File: config.mk
export PLATFORM = sky130hd
export DESIGN_NAME = clock_time_ctrl_flat
export DESIGN_NICKNAME = d
export VERILOG_FILES = /design/src/rtl/clock_time_if.sv /design/src/rtl/clock_time_ctrl.sv /design/src/flat_wrapper.sv
export SDC_FILE = /design/constraint.sdc
export NUM_CORES = 1
export LEC_CHECK = 0
export BUFFER_PORTS_ARGS = -buffer_cell sky130_fd_sc_hd__buf_2
export CAP_MARGIN = 20
export CORE_UTILIZATION = 50
export CTS_BUF_LIST = sky130_fd_sc_hd__clkbuf_8 sky130_fd_sc_hd__clkbuf_16
export CTS_CLUSTER_DIAMETER = 50
export CTS_CLUSTER_SIZE = 8
export DETAILED_ROUTE_END_ITERATION = 8
export PLACE_DENSITY = 0.85
export SYNTH_ARGS = -nofsm -noshare
export SYNTH_HDL_FRONTEND = slang
export SYNTH_SLANG_ARGS = --single-unit
File: constraint.sdc
create_clock -name clk -period 4 [get_ports clk]
set_input_delay 0.2 -clock clk [delete_from_list [all_inputs] [get_ports clk]]
set_output_delay 0.2 -clock clk [all_outputs]
set_load 0.02 [all_outputs]
File: src/rtl/clock_time_if.sv
// Handshake-free bundle between the time controller and its tick/button sources and display.
// The master modport drives ticks and buttons; the slave modport returns the time, mode and strobes.
interface clock_time_if;
  logic       tick_1hz;
  logic       mode_btn;
  logic       inc_btn;
  logic [5:0] sec;
  logic [5:0] min;
  logic [4:0] hour;
  logic [1:0] mode;
  logic       blink;
  logic       day_pulse;

  modport master (
    output tick_1hz, mode_btn, inc_btn,
    input  sec, min, hour, mode, blink, day_pulse
  );

  modport slave (
    input  tick_1hz, mode_btn, inc_btn,
    output sec, min, hour, mode, blink, day_pulse
  );
endinterface

File: src/rtl/clock_time_ctrl.sv
// Time-of-day counters (sec/min/hour) advanced by a 1 Hz enable, with a RUN/SET_H/SET_M entry FSM.
// All outputs are registered and update on the clock edge that samples the tick or button edge.
module clock_time_ctrl #(
  parameter int SEC_MOD  = 60,
  parameter int MIN_MOD  = 60,
  parameter int HOUR_MOD = 24
) (
  input  logic         clk,
  input  logic         rst,
  clock_time_if.slave  bus
);

  typedef enum logic [1:0] {
    RUN   = 2'd0,
    SET_H = 2'd1,
    SET_M = 2'd2,
    BAD   = 2'd3
  } state_t;

  localparam logic [5:0] SEC_MAX  = 6'(SEC_MOD - 1);
  localparam logic [5:0] MIN_MAX  = 6'(MIN_MOD - 1);
  localparam logic [4:0] HOUR_MAX = 5'(HOUR_MOD - 1);

  state_t     state, state_nxt;
  logic       mode_prev, inc_prev;
  logic       mode_edge, inc_edge;
  logic [5:0] sec_q, sec_d;
  logic [5:0] min_q, min_d;
  logic [4:0] hour_q, hour_d;
  logic       blink_q, blink_d;
  logic       day_q, day_d;

  assign mode_edge = bus.mode_btn & ~mode_prev;
  assign inc_edge  = bus.inc_btn & ~inc_prev;

  always_ff @(posedge clk or negedge rst) begin
    if (!rst) begin
      state     <= RUN;
      mode_prev <= 1'b0;
      inc_prev  <= 1'b0;
      sec_q     <= '0;
      min_q     <= '0;
      hour_q    <= '0;
      blink_q   <= 1'b1;
      day_q     <= 1'b0;
    end else begin
      state     <= state_nxt;
      mode_prev <= bus.mode_btn;
      inc_prev  <= bus.inc_btn;
      sec_q     <= sec_d;
      min_q     <= min_d;
      hour_q    <= hour_d;
      blink_q   <= blink_d;
      day_q     <= day_d;
    end
  end

  always_comb begin
    state_nxt = state;
    sec_d     = sec_q;
    min_d     = min_q;
    hour_d    = hour_q;
    blink_d   = blink_q;
    day_d     = 1'b0;

    case (state)
      RUN: begin
        // A tick coinciding with a mode edge still advances time before leaving RUN.
        if (bus.tick_1hz) begin
          if (sec_q == SEC_MAX) begin
            sec_d = '0;
            if (min_q == MIN_MAX) begin
              min_d = '0;
              if (hour_q == HOUR_MAX) begin
                hour_d = '0;
                day_d  = 1'b1;
              end else begin
                hour_d = hour_q + 5'd1;
              end
            end else begin
              min_d = min_q + 6'd1;
            end
          end else begin
            sec_d = sec_q + 6'd1;
          end
        end
        if (mode_edge) state_nxt = SET_H;
      end
      SET_H: begin
        if (mode_edge)     state_nxt = SET_M;
        else if (inc_edge) hour_d = (hour_q == HOUR_MAX) ? 5'd0 : hour_q + 5'd1;
      end
      SET_M: begin
        if (mode_edge) begin
          state_nxt = RUN;
          sec_d     = '0;
        end else if (inc_edge) begin
          min_d = (min_q == MIN_MAX) ? 6'd0 : min_q + 6'd1;
        end
      end
      default: state_nxt = RUN;
    endcase

    // Field stays visible right after any mode change or increment.
    if (state_nxt != state || state_nxt == RUN || inc_edge) blink_d = 1'b1;
    else if (bus.tick_1hz)                                   blink_d = ~blink_q;
  end

  assign bus.sec       = sec_q;
  assign bus.min       = min_q;
  assign bus.hour      = hour_q;
  assign bus.mode      = state;
  assign bus.blink     = blink_q;
  assign bus.day_pulse = day_q;

endmodule

File: src/flat_wrapper.sv
// flat-port wrapper written by rule: the top's interface ports become plain ports
module clock_time_ctrl_flat 
#(
  parameter int SEC_MOD  = 60,
  parameter int MIN_MOD  = 60,
  parameter int HOUR_MOD = 24
)
  (clk, rst, bus_tick_1hz, bus_mode_btn, bus_inc_btn, bus_sec, bus_min, bus_hour, bus_mode, bus_blink, bus_day_pulse);
  clock_time_if bus_i ();
  input  logic clk;
  input  logic rst;
  input wire logic [$bits(bus_i.tick_1hz)-1:0] bus_tick_1hz;
  input wire logic [$bits(bus_i.mode_btn)-1:0] bus_mode_btn;
  input wire logic [$bits(bus_i.inc_btn)-1:0] bus_inc_btn;
  output wire logic [$bits(bus_i.sec)-1:0] bus_sec;
  output wire logic [$bits(bus_i.min)-1:0] bus_min;
  output wire logic [$bits(bus_i.hour)-1:0] bus_hour;
  output wire logic [$bits(bus_i.mode)-1:0] bus_mode;
  output wire logic [$bits(bus_i.blink)-1:0] bus_blink;
  output wire logic [$bits(bus_i.day_pulse)-1:0] bus_day_pulse;
  assign bus_i.tick_1hz = bus_tick_1hz;
  assign bus_i.mode_btn = bus_mode_btn;
  assign bus_i.inc_btn = bus_inc_btn;
  assign bus_sec = bus_i.sec;
  assign bus_min = bus_i.min;
  assign bus_hour = bus_i.hour;
  assign bus_mode = bus_i.mode;
  assign bus_blink = bus_i.blink;
  assign bus_day_pulse = bus_i.day_pulse;
  clock_time_ctrl #(.SEC_MOD(SEC_MOD), .MIN_MOD(MIN_MOD), .HOUR_MOD(HOUR_MOD)) u_core (.clk(clk), .rst(rst), .bus(bus_i));
endmodule
# --- Yosys cells after proc, flatten, opt, wreduce, memory -nomap -nowiden ---
# Index checks and enable logic that the tools add are counted.
op_classes:
  n_eq_ne: 14
  n_reduce_logical: 10
  n_addsub: 3
  muxes: 28
  n_bitwise: 5
op_table:
  columns: ["op", "n"]
  rows:
  - ["two-way mux 6 bit", 8]
  - ["two-way mux 5 bit", 6]
  - ["case mux 6 bit (2 select lines)", 2]
  - ["adder 6 x 1 -> 6 bit, second input constant", 2]
  - ["== test 6 bit, second input constant", 2]
  - ["!= test 2 x 1 -> 1 bit, second input constant", 5]
  - ["case mux 5 bit (2 select lines)", 1]
  - ["two-way mux 1 bit", 7]
  - ["two-way mux 2 bit", 3]
  - ["!= test 2 bit, second input constant", 3]
  - ["case mux 2 bit (3 select lines)", 1]
  - ["AND reduction 6 bit", 1]
  - ["nonzero test 2 bit", 3]
  - ["adder 5 x 1 -> 5 bit, second input constant", 1]
  - ["== test 5 bit, second input constant", 1]
  - ["AND reduction 5 bit", 1]
  - ["zero test 2 bit", 2]
  - ["inverter 1 bit", 3]
  - ["AND reduction 3 bit", 1]
  - ["bitwise AND 1 bit", 2]
  - ["== test 2 x 1 -> 1 bit, second input constant", 1]
  - ["== test 2 bit, second input constant", 1]
  - ["logical OR 1 bit", 2]
  - ["!= test 2 bit", 1]
word_totals:
  regBits: 23
  elab_cells: 68
  in_bits: 5
  out_inout_bits: 21

# --- Logic depth before layout (Yosys ltp) ---
logic_depth:
  word_depth: 8
  depth_mapped: 7
  depth_no_buf: 6

# --- Worst setup path after synthesis ---
# Ideal clock, no wire load.
synth_path:
  kind: "register -> register"
  startpoint: "register u_core.sec_q[0] (netlist: u_core.bus.sec[0])"
  endpoint: "register u_core.min_q[2] (netlist: u_core.bus.min[2])"
  t_arrival_ns: 1.751
  setup_ns: 0.125
  period_less_slack_ns: 1.876
  path_slack_ns: 2.124
  t_required_ns: 3.875
  stages_incl_launch_ff: 7
  cell_sequence: "dfrtp_1 > ha_1 > nand3b_1 > or3_1 > a21o_1 > nor2_1 > mux2_2"
synth_between:
  elab_chain_len: 3
synth_rtl:
  columns: ["item", "line", "rtl"]
  rows:
  - ["start: declaration", "clock_time_ctrl.sv:27", "logic [5:0] sec_q, sec_d;"]
  - ["start signal: assignment", "clock_time_ctrl.sv:41", "sec_q <= '0;"]
  - ["start signal: assignment", "clock_time_ctrl.sv:50", "sec_q <= sec_d;"]
  - ["== test 6 bit", "clock_time_ctrl.sv:70", "if (sec_q == SEC_MAX) begin"]
  - ["!= test 2 x 1 -> 1 bit (no source line)", null, null]
  - ["AND reduction 5 bit (no source line)", null, null]
  - ["end signal: assignment", "clock_time_ctrl.sv:51", "min_q <= min_d;"]
  - ["end: declaration", "clock_time_ctrl.sv:28", "logic [5:0] min_q, min_d;"]
# No other way between the ends.
# A chain may end at the register's enable or synchronous reset.

# --- Worst setup path in the final report ---
# Same ends and word-level chain as after synthesis.

==> summary.txt <==
CTS
  • Worst-path clk slew: approximately 80 ps
  • Clk sink count: 23
  • Setup bufs post-CTS: 0
  • Clock latency on the worst-skew pair: 260 ps
  • CTS tree: done
  • Clock Tree Buf Depth: 2
  • H-Tree Level Count: 1
  • Root buffer cell: clkbuf_8
  • Total CTS buffers: 3

Detailed routing
  • Vias per Instance: roughly 5.6
  • Final routed DRC violation total: 0
  • DRT antenna net count: 0
  • DRT Wirelength: about 2300 um
  • DRT iter0 DRCs: 12
  • Via Count: approximately 970
  • First-pass DRT Iterations: 4
  • Routed length per instance: about 13 um

Timing
  • Max-slew headroom: between 60 and 70%
  • Max Clock Freq: about 0.50 GHz
  • Max Slew Vio Count: 0
  • Unrepaired setup endpoints after global routing: no
  • Period utilization: between 40% and 50%
  • Clock skew: around 3.9 ps
  • Final Hold Violating Endpoints: 0
  • Slew @ Worst Pin: between 400 and 500 ps
  • TNS Setup: 0 ps
  • Setup violators final: 0
  • Tmin final: about 2000 ps

Logic synthesis
  • Syn Nets: between 100 and 150
  • Fraction of synthesized cell area in xor and xnor cells: 3.00%
  • Post-Synth Adder-Cell Area: 3.22%
  • Post-synthesis sequential area ratio: ~49%
  • Compound-gate portion of the synthesized area: between 10% and 20%
  • Post-synth cell types: 32
  • Ys Warns: 0
  • Post-synthesis mux area share: under 10%
  • Main combinational cell family by area after synthesis: simple AND/OR/NAND/NOR gates
  • Seq cells post-synth: 23
  • Mapped Cells: 117
  • Syn Area/Cell: 9.98 um^2
  • Netlist Area Pre-Place: between 1000 and 1500 um^2
  • Post-Synth Simple-Gate Area: a little under a quarter

Place
  • DP Wirelength: 1660 um
  • Total placed cells including tap cells: 168
  • Port buffer count: 25
  • Final GP Congestion: roughly 0.84

Min path
  • Hold_sp: bus_inc_btn
  • Worst min path class: in -> reg
  • Hold Path Depth: 1
  • WHS Endpoint: u_core.inc_prev

Critical path
  • R2r worst-path depth: 6
  • Worst path buffer plus inverter count: 0
  • Slowest stage delay, CP: approximately 420 ps
  • Worst reg-to-reg setup slack: between 2000 and 2500 ps
  • Worst setup EP type: register
  • Worst Path Required: between 4000 and 5000 ps
  • Critical path type: reg -> reg
  • Worst path arrival time: about 2100 ps
  • Crit path max-delay family: simple AND/OR/NAND/NOR gates
  • R2r startpoint: u_core.bus.sec[0]
  • Reg2reg end: u_core.bus.min[2]
  • Critical Path Source Type: register
  • Crit-path cells: ha_1, nand3b_1, or3_1, a21o_1, nor2_1, mux2_2
  • Critical path fanouts, max: 11
  • Slowest-stage cell, CP: dfrtp_1

Global route
  • Initial antenna violation count: 0
  • Total GRT Usage: between 20% and 30%
  • Pin count of the biggest net entering global routing: 24
  • First-pass GRT wire length: 3930 um
  • Number of global-route vias before repair: 911
  • GR Overflow Total: 0

Die
  • Initial Utilization: 52.8%
  • Die area: approximately 2500 um^2
  • IO Count: 26
  • Core Box Area: 2210 um^2
  • Die Y: between 50 and 60 um
  • Die Wd: approximately 50 um
  • Row count: 17

Cells and area
  • Commonest cells after routing, fill and taps aside: buf_2 (25), dfrtp_1 (22), o21ai_0 (15)
  • # diodes: 0
  • Area Overhead vs Synth: 17.1%
  • Final Non-Filler Cells: about 170
  • Commonest non-fill, non-tap cell in the layout: buf_2
  • Final net count: about 150
  • Share of layout cells above drive strength 1: around 26%

Power and ir drop
  • Worst VDD drop: 477 uV
  • Pwr Density: between 600 and 700 nW/um^2
  • Leakage Power: between 0.6 and 0.7 nW

Outcome
  • Status: completed

Run
  • Max-cap violations: 0
-- registers in the layout, summed over array words and instances (netlist names) --
| signal | cells |
|---|---|
| u_core.bus.blink | 1 |
| u_core.bus.day_pulse | 1 |
| u_core.bus.hour | 5 |
| u_core.bus.min | 6 |
| u_core.bus.mode | 2 |
| u_core.bus.sec | 6 |
| u_core.inc_prev | 1 |
| u_core.mode_prev | 1 |
-- Yosys cell counts --
cell type | instances | area (um^2)
buf_2 | 1 | 5.00
dfstp_2 | 1 | 26.3
nand3b_1 | 1 | 7.51
and3_1 | 1 | 6.26
a31oi_1 | 1 | 6.26
xnor2_1 | 2 | 17.5
nor3b_1 | 1 | 7.51
and4b_1 | 2 | 20.0
o211ai_1 | 1 | 7.51
nand4_1 | 4 | 25.0
buf_6 | 1 | 11.3
a21oi_1 | 1 | 5.00
nor3_1 | 1 | 5.00
xor2_1 | 2 | 17.5
inv_1 | 5 | 18.8
or3_1 | 4 | 25.0
o21ai_0 | 15 | 75.1
o31ai_1 | 3 | 22.5
nand2b_4 | 1 | 13.8
nor2_1 | 7 | 26.3
and3b_1 | 1 | 8.76
nand2_1 | 11 | 41.3
and2_1 | 1 | 6.26
a21o_1 | 3 | 22.5
dfrtp_1 | 22 | 551
mux2_2 | 5 | 56.3
ha_1 | 3 | 37.5
nand2b_1 | 3 | 18.8
nor4_1 | 1 | 6.26
nor2b_1 | 5 | 31.3
nand3_1 | 6 | 30.0
a21oi_2 | 1 | 8.76
-- worst max path at each step --
stage | startpoint | endpoint | cells past startpoint
2_1_floorplan | u_core.bus.sec[0] | u_core.bus.min[2] | 6
3_3_place_gp | u_core.bus.sec[0] | u_core.bus.min[2] | 6
3_5_place_dp | u_core.bus.sec[0] | u_core.bus.min[2] | 6
4_1_cts | u_core.bus.sec[0] | u_core.bus.min[2] | 6
5_1_grt | u_core.bus.min[0] | u_core.bus.hour[4] | 6
6_report | u_core.bus.sec[0] | u_core.bus.min[2] | 6
-- logic make-up (layout without fill, tap and decap cells) --
| kind of cell | count (synthesis) | count (layout) |
|---|---|---|
| xor+xnor | 4 | 4 |
| compound gates | 25 | 25 |
| fa+ha+maj | 3 | 3 |
| buf+inv | 7 | 35 |
| flops | 23 | 23 |
| simple gates | 50 | 50 |
| mux | 5 | 5 |
-- final cells by class --
type	instances	area [um^2]
clock buffers	3	41.3
clock inverters	1	5.00
fillers	208	845
inverters	5	18.8
multi-input cells	87	556
flip-flops and latches	23	577
well taps	28	35.0
repair buffers	26	135
-- power breakdown --
group / switching, mW / total [mW] / internal [mW]
clock: 0.0718 / 0.141 / 0.0695
sequential: 0.0993 / 0.407 / 0.308
combinational: 0.223 / 0.372 / 0.148
-- layer usage --
metal	share of wire [%]	track usage (%)	vias to the layer above
li1	-	-	473
met1	44	26.0	467
met2	49	35.6	24
met3	4.8	3.03	5
met4	1.6	10.2	0
met5	0	0	-
-- what timing repair did --
action	in CTS	in global routing
hold endpoints to repair	22	0
gates resized for setup	0	0
hold buffers	1	0
-- per-stage QoR --
stage / utilization (%) / area (um^2) / hold WS, ps / setup slack, ps / power (mW)
CTS: 61.8 / 1370 / 50.1 / 2020 / 0.928
floorplan: - / 1170 / -95.6 / 2120 / 0.657
global placement: 59.3 / 1310 / 191 / 2120 / 0.762
detailed placement: 59.3 / 1310 / 192 / 2040 / 0.782
global route: 61.8 / 1370 / 47.2 / 1890 / 0.995
finish: 61.8 / 1370 / 53.4 / 2010 / 0.920
Note: power is estimated with default switching activity, not from simulation.
